**src/rtl/imm_extend_unit_pkg.sv**
```systemverilog
// Shared encodings for the immediate extender.
// Mode and occupancy state enumerations.
package imm_ext_defs;

  typedef enum logic [1:0] {
    MODE_ZERO   = 2'b00,
    MODE_SIGN   = 2'b01,
    MODE_UPPER  = 2'b10,
    MODE_BRANCH = 2'b11
  } mode_e;

  typedef enum logic [1:0] {
    ST_EMPTY = 2'b00,
    ST_ONE   = 2'b01,
    ST_TWO   = 2'b10
  } state_e;

endpackage

```
**src/rtl/imm_extend_unit_if.sv**
```systemverilog
// Upstream/downstream handshake bundle for the extender.
// slave = the unit, master = the surrounding pipeline.
interface imm_extend_unit_if #(
  parameter int IN_WIDTH  = 16,
  parameter int OUT_WIDTH = 32
) ();

  logic                 InValid;
  logic                 InReady;
  logic [IN_WIDTH-1:0]  In;
  logic [1:0]           Mode;
  logic                 OutValid;
  logic                 OutReady;
  logic [OUT_WIDTH-1:0] Out;

  modport slave (
    input  InValid, In, Mode, OutReady,
    output InReady, OutValid, Out
  );

  modport master (
    output InValid, In, Mode, OutReady,
    input  InReady, OutValid, Out
  );

endinterface

```
**src/rtl/imm_extend_unit_core.sv**
```systemverilog
// Combinational immediate formatter: zero, sign,
// upper (LUI) and branch-offset forms.
module imm_extend_unit_core
  import imm_ext_defs::*;
#(
  parameter int IN_WIDTH  = 16,
  parameter int OUT_WIDTH = 32
) (
  input  logic [IN_WIDTH-1:0]  imm,
  input  logic [1:0]           mode,
  output logic [OUT_WIDTH-1:0] res
);

  localparam int EXT = OUT_WIDTH - IN_WIDTH;

  logic [OUT_WIDTH-1:0] zx;
  logic [OUT_WIDTH-1:0] sx;
  logic [OUT_WIDTH-1:0] up;
  logic [OUT_WIDTH-1:0] br;

  assign zx = {{EXT{1'b0}}, imm};
  assign sx = {{EXT{imm[IN_WIDTH-1]}}, imm};
  assign up = {imm, {EXT{1'b0}}};
  // shift the sign-extended value so the top two sign copies fall off
  assign br = {sx[OUT_WIDTH-3:0], 2'b00};

  always_comb begin
    res = zx;
    unique case (mode_e'(mode))
      MODE_ZERO:   res = zx;
      MODE_SIGN:   res = sx;
      MODE_UPPER:  res = up;
      MODE_BRANCH: res = br;
      default:     res = zx;
    endcase
  end

endmodule

```
**src/rtl/imm_extend_unit.sv**
```systemverilog
// Registered immediate extender with a one-entry skid
// buffer; valid/ready on both sides, strict FIFO order.
module imm_extend_unit
  import imm_ext_defs::*;
#(
  parameter int IN_WIDTH  = 16,
  parameter int OUT_WIDTH = 32
) (
  input logic        Clk,
  input logic        Rst,
  imm_extend_unit_if.slave bus
);

  if (IN_WIDTH < 2 || OUT_WIDTH < IN_WIDTH + 2) begin : g_bad_width
    $error("imm_extend_unit: need IN_WIDTH>=2, OUT_WIDTH>=IN_WIDTH+2");
  end

  state_e               state;
  logic [OUT_WIDTH-1:0] oreg;
  logic [OUT_WIDTH-1:0] sreg;
  logic                 rdy;
  logic                 vld;
  logic [OUT_WIDTH-1:0] fmt;
  logic                 xin;
  logic                 xout;

  imm_extend_unit_core #(
    .IN_WIDTH  (IN_WIDTH),
    .OUT_WIDTH (OUT_WIDTH)
  ) u_core (
    .imm  (bus.In),
    .mode (bus.Mode),
    .res  (fmt)
  );

  assign xin  = bus.InValid & rdy;
  assign xout = vld & bus.OutReady;

  // rdy/vld are decoded from the next state so both stay registered
  always_ff @(posedge Clk) begin
    if (!Rst) begin
      state <= ST_EMPTY;
      oreg  <= '0;
      sreg  <= '0;
      rdy   <= 1'b1;
      vld   <= 1'b0;
    end else begin
      unique case (state)
        ST_EMPTY: begin
          if (xin) begin
            oreg  <= fmt;
            state <= ST_ONE;
            vld   <= 1'b1;
          end
        end
        ST_ONE: begin
          if (xin && xout) begin
            oreg <= fmt;
          end else if (xin) begin
            sreg  <= fmt;
            state <= ST_TWO;
            rdy   <= 1'b0;
          end else if (xout) begin
            state <= ST_EMPTY;
            vld   <= 1'b0;
          end
        end
        ST_TWO: begin
          if (xout) begin
            oreg  <= sreg;
            state <= ST_ONE;
            rdy   <= 1'b1;
          end
        end
        default: begin
          state <= ST_EMPTY;
          rdy   <= 1'b1;
          vld   <= 1'b0;
        end
      endcase
    end
  end

  assign bus.InReady  = rdy;
  assign bus.OutValid = vld;
  assign bus.Out      = oreg;

endmodule

```
**src/flat_wrapper.sv**
```systemverilog
// flat-port wrapper written by rule: the top's interface ports become plain ports
module imm_extend_unit_flat import imm_ext_defs::*;
#(
  parameter int IN_WIDTH  = 16,
  parameter int OUT_WIDTH = 32
)
  (Clk, Rst, bus_InValid, bus_In, bus_Mode, bus_OutReady, bus_InReady, bus_OutValid, bus_Out);
  imm_extend_unit_if #(.IN_WIDTH(IN_WIDTH), .OUT_WIDTH(OUT_WIDTH)) bus_i ();
  input logic Clk;
  input logic Rst;
  input wire logic [$bits(bus_i.InValid)-1:0] bus_InValid;
  input wire logic [$bits(bus_i.In)-1:0] bus_In;
  input wire logic [$bits(bus_i.Mode)-1:0] bus_Mode;
  input wire logic [$bits(bus_i.OutReady)-1:0] bus_OutReady;
  output wire logic [$bits(bus_i.InReady)-1:0] bus_InReady;
  output wire logic [$bits(bus_i.OutValid)-1:0] bus_OutValid;
  output wire logic [$bits(bus_i.Out)-1:0] bus_Out;
  assign bus_i.InValid = bus_InValid;
  assign bus_i.In = bus_In;
  assign bus_i.Mode = bus_Mode;
  assign bus_i.OutReady = bus_OutReady;
  assign bus_InReady = bus_i.InReady;
  assign bus_OutValid = bus_i.OutValid;
  assign bus_Out = bus_i.Out;
  imm_extend_unit #(.IN_WIDTH(IN_WIDTH), .OUT_WIDTH(OUT_WIDTH)) u_core (.Clk(Clk), .Rst(Rst), .bus(bus_i));
endmodule
```
**config.mk**
```make
export PLATFORM = sky130hd
export DESIGN_NAME = imm_extend_unit_flat
export DESIGN_NICKNAME = d
export VERILOG_FILES = /design/src/rtl/imm_extend_unit_pkg.sv /design/src/rtl/imm_extend_unit_if.sv /design/src/rtl/imm_extend_unit_core.sv /design/src/rtl/imm_extend_unit.sv /design/src/flat_wrapper.sv
export SDC_FILE = /design/constraint.sdc
export NUM_CORES = 1
export LEC_CHECK = 0
export BUFFER_PORTS_ARGS = -buffer_cell sky130_fd_sc_hd__buf_2
export CORE_MARGIN = 2
export CORE_UTILIZATION = 40
export DETAILED_ROUTE_END_ITERATION = 6
export GPL_TIMING_DRIVEN = 0
export PLACE_DENSITY_LB_ADDON = 0.2
export SYNTH_ARGS = -nofsm -noshare
export SYNTH_HDL_FRONTEND = slang
export SYNTH_SLANG_ARGS = --single-unit
```
**constraint.sdc**
```tcl
create_clock -name Clk -period 1.9 [get_ports Clk]
set_clock_uncertainty 0.05 [all_clocks]
set_input_delay 0.38 -clock Clk [delete_from_list [all_inputs] [get_ports Clk]]
set_output_delay 0.38 -clock Clk [all_outputs]
set_load 0.005 [all_outputs]
```
==> reports/metrics.cfg, run 1 <==
[status]
status=complete, no violations

[synth]
ys_ff_latch=68
syn_inst=374
synth_ff_type=dfxtp_1
ys_seq_area_share_pct=44.74
synth_compound_gate_area_share_pct=28.95
synth_area_leader_cell=dfxtp_1
synth_top_family_by_area=compound AO/OA/AOI/OAI gates
synth_edf_count=0
synthArstFlopShare_pct=0
synth.mux.area_fraction_pct=1.316
syn-num-nets=396
yosysMostFrequentCell=dfxtp_1
synth_top_area_share_pct=44.74
syn_area_per_cell_um2=8.136
synth_common_cells=dfxtp_1, nor2_1, a21oi_1, nand2_1, a211oi_1
synth_area_um2=3043
synthSimpleGateAreaFrac_pct=19.98
synth.distinct_cells=35
synth_warnings=0
synth_area_leaders=dfxtp_1, a21oi_1, nor2_1
synth_xor_area_share_pct=0
synth-adder-area-share_pct=0

[finish]
num_antenna_cells=0
nNetsFinal=461
fin_cells=542
final_core_util_pct=50.45
syn2layout_area_growth_pct=20.89
drive_above_1_share_pct=21.22

[sta]
period_share_pct=93.02
worst_pin_slew_ns=0.5533
slew_headroom_pct=63.12
fmax_mhz=565.8
post-route-min-period_ns=1.767
hold_violations=0
rsz0062_at_grt=false
setup_viol=0
slew_violations=0

[worst_setup_path]
critPathMaxStageDelay_ns=0.43
arrival_ns=1.97
path_cells=nand2b_1, buf_2, clkbuf_1, nor2_1, o32ai_1
rrSetupSlack_ns=0.13
cp_slowest_cell=clkbuf_1
cp_max_fo=10
critPathCaptureType=register
crit_type=reg -> reg
cp_data_required_time_ns=2.10
crit_buf_inv=2
crit_family=buffers and inverters
cp-start-kind=register

[placed_design]
gp_congestion=0.8604
place.port_buffers=54
dp_cells=527
dp_hpwl_um=6220

[pwr]
power.switching_mw=1.029
p_clk_share_pct=35.1
p_sw_share_pct=28.45
seqPwrFrac_pct=45.3
vdd.ir_drop.worst_mv=0.3708
pwr-share-comb_pct=19.6
intPower_mw=2.588
powerDensity_nw_per_um2=983.4
p_leak_nw=1.517

[drt]
antenna_left=0
drtIter0Drc=192
vias_per_cell=5.382
wl_um=8592
drc=0
drt_pass1_iterations=4
wl_per_cell_um=15.85
num_vias=2917

[die]
rows=31
die_h_um=91.22
die_area_um2=8321
initial_core_util_pct=41.73
dieWidth_um=91.22
core_area_um2=7292
io_pins=56

[clock_network]
cts_sinks=68
cts_tree=done
path_clk_slew_ns=0.08
cts-buffers-inserted=9
clockRootBuffer=clkbuf_8
clockBufferDepth=2
clk_latency_ns=0.35
cts_htree_levels=3
hold_buffers=0

[global_route]
grt_max_degree=12
grt_pass1_vias=2808
overflow=0
antenna_found_initial=0
grt_pass1_wl_um=14340
grt_usage_pct=21.70

[job]
drv_cap=0

[worst_hold_path]
holdCritPathClass=in -> reg

## registers in the layout, summed over array words and instances (netlist names)
name                 flops
u_core.bus.InReady       1
u_core.bus.Out          32
u_core.bus.OutValid      1
u_core.sreg             32
u_core.state             2
## power by group through the flow
| stage | logic (mW) | registers (mW) | clock network (mW) |
|---|---|---|---|
| finish | 0.710 | 1.64 | 1.27 |
| global placement | 0.685 | 1.66 | 0 |
| CTS | 0.703 | 1.64 | 1.29 |
| global route | 0.795 | 1.66 | 1.35 |
| detailed placement | 0.691 | 1.67 | 0 |
| floorplan | 0.442 | 1.67 | 0 |
## repair_timing
action / 4_1_cts / 5_1_grt
gates resized for setup: 8 / 7
gates cloned: 0 / 0
hold endpoints to repair: 0 / 0
setup buffers: 0 / 1
pin swaps: 0 / 1
endpoints found under the setup margin: 22 / 36
## worst reg2reg max path, cell delays in order (launching register included)
cell,delay [ns]
dfxtp_2,0.40
nand2b_1,0.19
buf_2,0.25
clkbuf_1,0.43
nor2_1,0.11
o32ai_1,0.24
## per-layer routing
metal | share of wire, % | vias to the layer above | GRT usage, %
met1 | 49 | 1360 | 30.31
met3 | 5.2 | 15 | 5.062
met4 | 1.8 | 0 | 6.944
met5 | 0 | - | 0
li1 | - | 1458 | -
met2 | 44 | 84 | 33.15
## per-stage QoR
stage	TNS [ns]	setup slack [ns]	total power [mW]	instance area, um2	hold WS (ns)
6_report	0	0.1325	3.617	3679	0.3072
5_1_grt	0	0.02509	3.803	3679	0.3128
4_1_cts	0	0.02824	3.633	3664	0.2910
3_5_place_dp	-3.310	-0.1506	2.358	3437	0.4082
3_3_place_gp	-2.134	-0.1161	2.347	3437	0.4063
2_1_floorplan	0	0.2571	2.108	3043	0.3998
## logic make-up (layout without fill, tap and decap cells)
| group | Yosys count | count (layout) |
|---|---|---|
| buffers and inverters | 35 | 104 |
| DFF | 68 | 68 |
| AOI/OAI and AO/OA | 131 | 131 |
| and+or+nand+nor | 136 | 136 |
| muxes | 4 | 4 |
## cell usage in the layout, fill, tap and decap left out, drive strengths merged, types with 2 or more instances in the layout
cell	Yosys	final
a211oi	28	28
a21o	14	14
a21oi	49	49
a311oi	4	4
and2	2	2
and3b	2	2
buf	13	67
bufinv	0	2
clkbuf	21	31
clkinv	0	2
dfxtp	68	68
mux2i	4	4
nand2	40	40
nand2b	4	4
nor2	61	61
nor2b	17	17
nor3	5	5
o211ai	2	2
o21ai	2	2
o22ai	14	14
o32ai	14	14
## path summary, 6_finish.rpt
kind,startpoint,endpoint,cells after the start
worst min-delay path,bus_In[15],u_core.sreg[31],3
worst min register to register,u_core.bus.Out[10],u_core.bus.Out[10],2
worst max-delay path,u_core.state[0],u_core.bus.Out[21],5
worst max register to register,u_core.state[0],u_core.bus.Out[21],5
## cell type report
type / count / area (um2)
clock inverter: 5 / 77.57
sequential: 68 / 1364
tap: 99 / 123.9
clock buffer: 10 / 127.6
buffer: 33 / 156.4
inverter: 1 / 3.754
multi-input combinational: 271 / 1548
fill: 762 / 3613
timing repair buffer: 55 / 277.8
Note: power is estimated with default switching activity, not from simulation.
==> run 2: changes to the inputs <==
- CAP_MARGIN: not set -> 5
- SYNTH_HIERARCHICAL: not set -> 1
- clock period: 1.9 -> 1.45 ns (I/O delays scaled with it)
==> reports/metrics.cfg, run 2 <==
[finish]
drive_above_1_share_pct=27.46  ; +6.2 points
layout_commonest_cell=dfxtp_1
stdcell_area_um2=4053  ; +10%
mostFrequentLayoutCells=dfxtp_1, o21ai_0, buf_2
final_core_util_pct=51.91  ; +1.5 points
nNetsFinal=454  ; -1.5%
fin_cells=539  ; -0.55%
num_antenna_cells=0  ; unchanged
syn2layout_area_growth_pct=24.48

[worst_setup_path]
rrSetupSlack_ns=-0.09  ; -0.22 ns
crit_family=simple AND/OR/NAND/NOR gates
cp-start-kind=register
cp-startpoint=u_core/state[1]
crit_type=reg -> reg
crit_path_end=u_core/bus.Out[20]
cp.depth=6  ; +1
r2r_start=u_core/state[1]
r2r-end=u_core/bus.Out[20]
path_cells=nand3b_1, o22ai_4, or2_1, buf_6, buf_8, o211a_1
crit_buf_inv=2  ; unchanged
cp_slowest_cell=dfxtp_4
cp_data_required_time_ns=1.63  ; -0.47 ns
r2r.worst_path.cells=6  ; +1
critPathCaptureType=register
arrival_ns=1.72  ; -0.25 ns
cp_max_fo=10  ; unchanged
critPathMaxStageDelay_ns=0.38  ; -0.05 ns

[placed_design]
place.port_buffers=54  ; unchanged
place_area_um2=3684  ; +7.2%
gp_congestion=0.8760  ; +1.8%
dp_cells=513  ; -2.7%
dp_hpwl_um=6162  ; -0.93%

[drt]
drc=0  ; unchanged
wl_met2_um=3967  ; +4.5%
wl_met1_um=4234  ; +0.93%
drtIter0Drc=165  ; -14%
wl_um=8694  ; +1.2%
num_vias=2966  ; +1.7%
wl_per_cell_um=16.13  ; +1.8%
antenna_left=0  ; unchanged
drt_pass1_iterations=4  ; unchanged
route.met3.wl_um=417  ; -5.9%
top_layer=met4
vias_per_cell=5.503  ; +2.2%

[die]
rows=32  ; +3.2%
dieWidth_um=94.22  ; +3.3%
die_h_um=94.22  ; +3.3%
die_area_um2=8876  ; +6.7%
io_pins=56  ; unchanged
initial_core_util_pct=41.70  ; about the same
core_area_um2=7807  ; +7.1%

[sta]
fmax_mhz=649.7  ; +15%
setup_slack_ns=-0.08926  ; -0.2218 ns
rsz0062_at_grt=true
post-route-min-period_ns=1.539  ; -0.2282 ns
period_share_pct=106.2  ; +13 points
fin_tns_setup_ns=-2.337  ; -2.337 ns
slew_violations=0  ; unchanged
hold_violations=0  ; unchanged
worst_pin_slew_ns=0.5440  ; -0.009279 ns
slew_headroom_pct=63.74  ; +0.62 points
setup_viol=34  ; +34

[pwr]
vdd.ir_drop.worst_mv=0.8643  ; +130%
p_leak_nw=2.210  ; +46%
powerDensity_nw_per_um2=1237  ; +26%

[synth]
yosysMostFrequentCell=dfxtp_1
synth_area_leaders=dfxtp_1, mux2i_1, o211a_1
syn_area_per_cell_um2=9.119  ; +12%
syn_inst=357  ; -4.5%
synth_ff_type=dfxtp_1
synth_top_area_share_pct=41.81  ; -2.9 points
synth_edf_count=0  ; unchanged
syn-num-nets=379  ; -4.3%
synthArstFlopShare_pct=0  ; unchanged
synth.distinct_cells=35  ; unchanged
ys_seq_area_share_pct=41.81  ; -2.9 points
synth_area_um2=3256  ; +7.0%
ys_ff_latch=68  ; unchanged
synth_warnings=6  ; +6
synth_common_cells=dfxtp_1, o21ai_0, nand2_1, nand3_1
synth_area_leader_cell=dfxtp_1

[global_route]
grt_pass1_wl_um=13750  ; -4.1%
antenna_found_initial=0  ; unchanged
overflow=0  ; unchanged
grt_max_degree=12  ; unchanged
grt_usage_pct=20.23  ; -1.5 points
grt_pass1_vias=2777  ; -1.1%

[clock_network]
hold_buffers=0  ; unchanged
clockBufferDepth=2  ; unchanged
cts-buffers-inserted=9  ; unchanged
path_clk_slew_ns=0.06  ; -0.02 ns
cts_htree_levels=3  ; unchanged
cts_tree=done
clk_latency_ns=0.34  ; about the same
cts_sinks=68  ; unchanged
clockRootBuffer=clkbuf_8

[job]
drv_cap=0  ; unchanged

[status]
failed_checks=negative setup slack
status=finished, violations left

[worst_hold_path]
holdCritPathClass=in -> reg

[run 2: changes by cell type in the layout (fill, tap and decap cells not counted), moves of 7 or more]
cell	before	now
nor2_1	61	0
o21ai_0	1	59
a21oi_1	49	4
nand3_1	0	34
o211a_1	0	32
mux2i_1	4	32
a211oi_1	28	1
nor2b_1	17	1
a22o_1	0	14
o22ai_1	14	0
o32ai_1	14	0
buf_4	3	13
clkbuf_1	18	9
buf_2	62	55
[run 2: metal layers]
| metal | vias up | track usage [%] |
|---|---|---|
| li1 | 1460 | - |
| met1 | 1429 | 27.07 |
| met2 | 68 | 32.86 |
| met3 | 9 | 4.254 |
| met4 | 0 | 5.797 |
| met5 | - | 0 |
[run 2: timing repair]
item	CTS	global route
setup buffers	8	1
pin swaps	1	1
endpoints found under the setup margin	65	64
cloned	2	0
gates resized for setup	24	6
[run 2: stage by stage]
step                worst slack, ns  power, mW  hold WS [ns]
finish                     -0.08926      5.015        0.2075
floorplan                  -0.04507      2.816        0.3932
CTS                        -0.07807      5.058        0.1870
global route                -0.1709      5.284        0.2073
global placement            -0.4183      3.157        0.4023
detailed placement          -0.3965      3.177        0.4128
[run 2: worst min path at each step]
| stage | to | slack, ns | cells after the start | start |
|---|---|---|---|---|
| 2_1_floorplan | u_core/sreg[0] | 0.39 | 2 | u_core/sreg[0] |
| 3_3_place_gp | u_core/sreg[5] | 0.40 | 2 | u_core/sreg[5] |
| 3_5_place_dp | u_core/sreg[25] | 0.41 | 2 | u_core/sreg[25] |
| 4_1_cts | u_core/state[1] | 0.19 | 3 | bus_InValid |
| 5_1_grt | u_core/state[1] | 0.21 | 3 | bus_InValid |
| 6_report | u_core/state[1] | 0.21 | 3 | bus_InValid |
[run 2: report_power, final]
part	switching, mW	leakage [nW]	total, mW	internal [mW]
logic	0.567	1.54	1.11	0.547
registers	0.0906	0.558	2.14	2.05
clock network	0.695	0.115	1.76	1.07
total	1.35	2.21	5.02	3.66
[run 2: layout make-up]
| cell class | instances | area (um2) |
|---|---|---|
| repair buffers | 65 | 372.9 |
| well taps | 102 | 127.6 |
| flip-flops and latches | 68 | 1370 |
| inverters | 2 | 7.507 |
| clock inverters | 4 | 70.07 |
| plain buffers | 35 | 241.5 |
| clock buffers | 12 | 156.4 |
| multi-input cells | 251 | 1707 |
| fillers | 768 | 3755 |
[run 2: cell families (layout without fill, tap and decap cells)]
group	after synthesis	count (layout)	synth area share (%)
buf+inv	38	118	6.533
simple gates	83	83	12.26
compound gates	135	135	29.21
flops	68	68	41.81
mux	33	33	10.18
[run 2: tightest hold or removal path, cell delays in order]
cell	delay (ns)
buf_2	0.13
nand3_1	0.08
a21oi_1	0.06
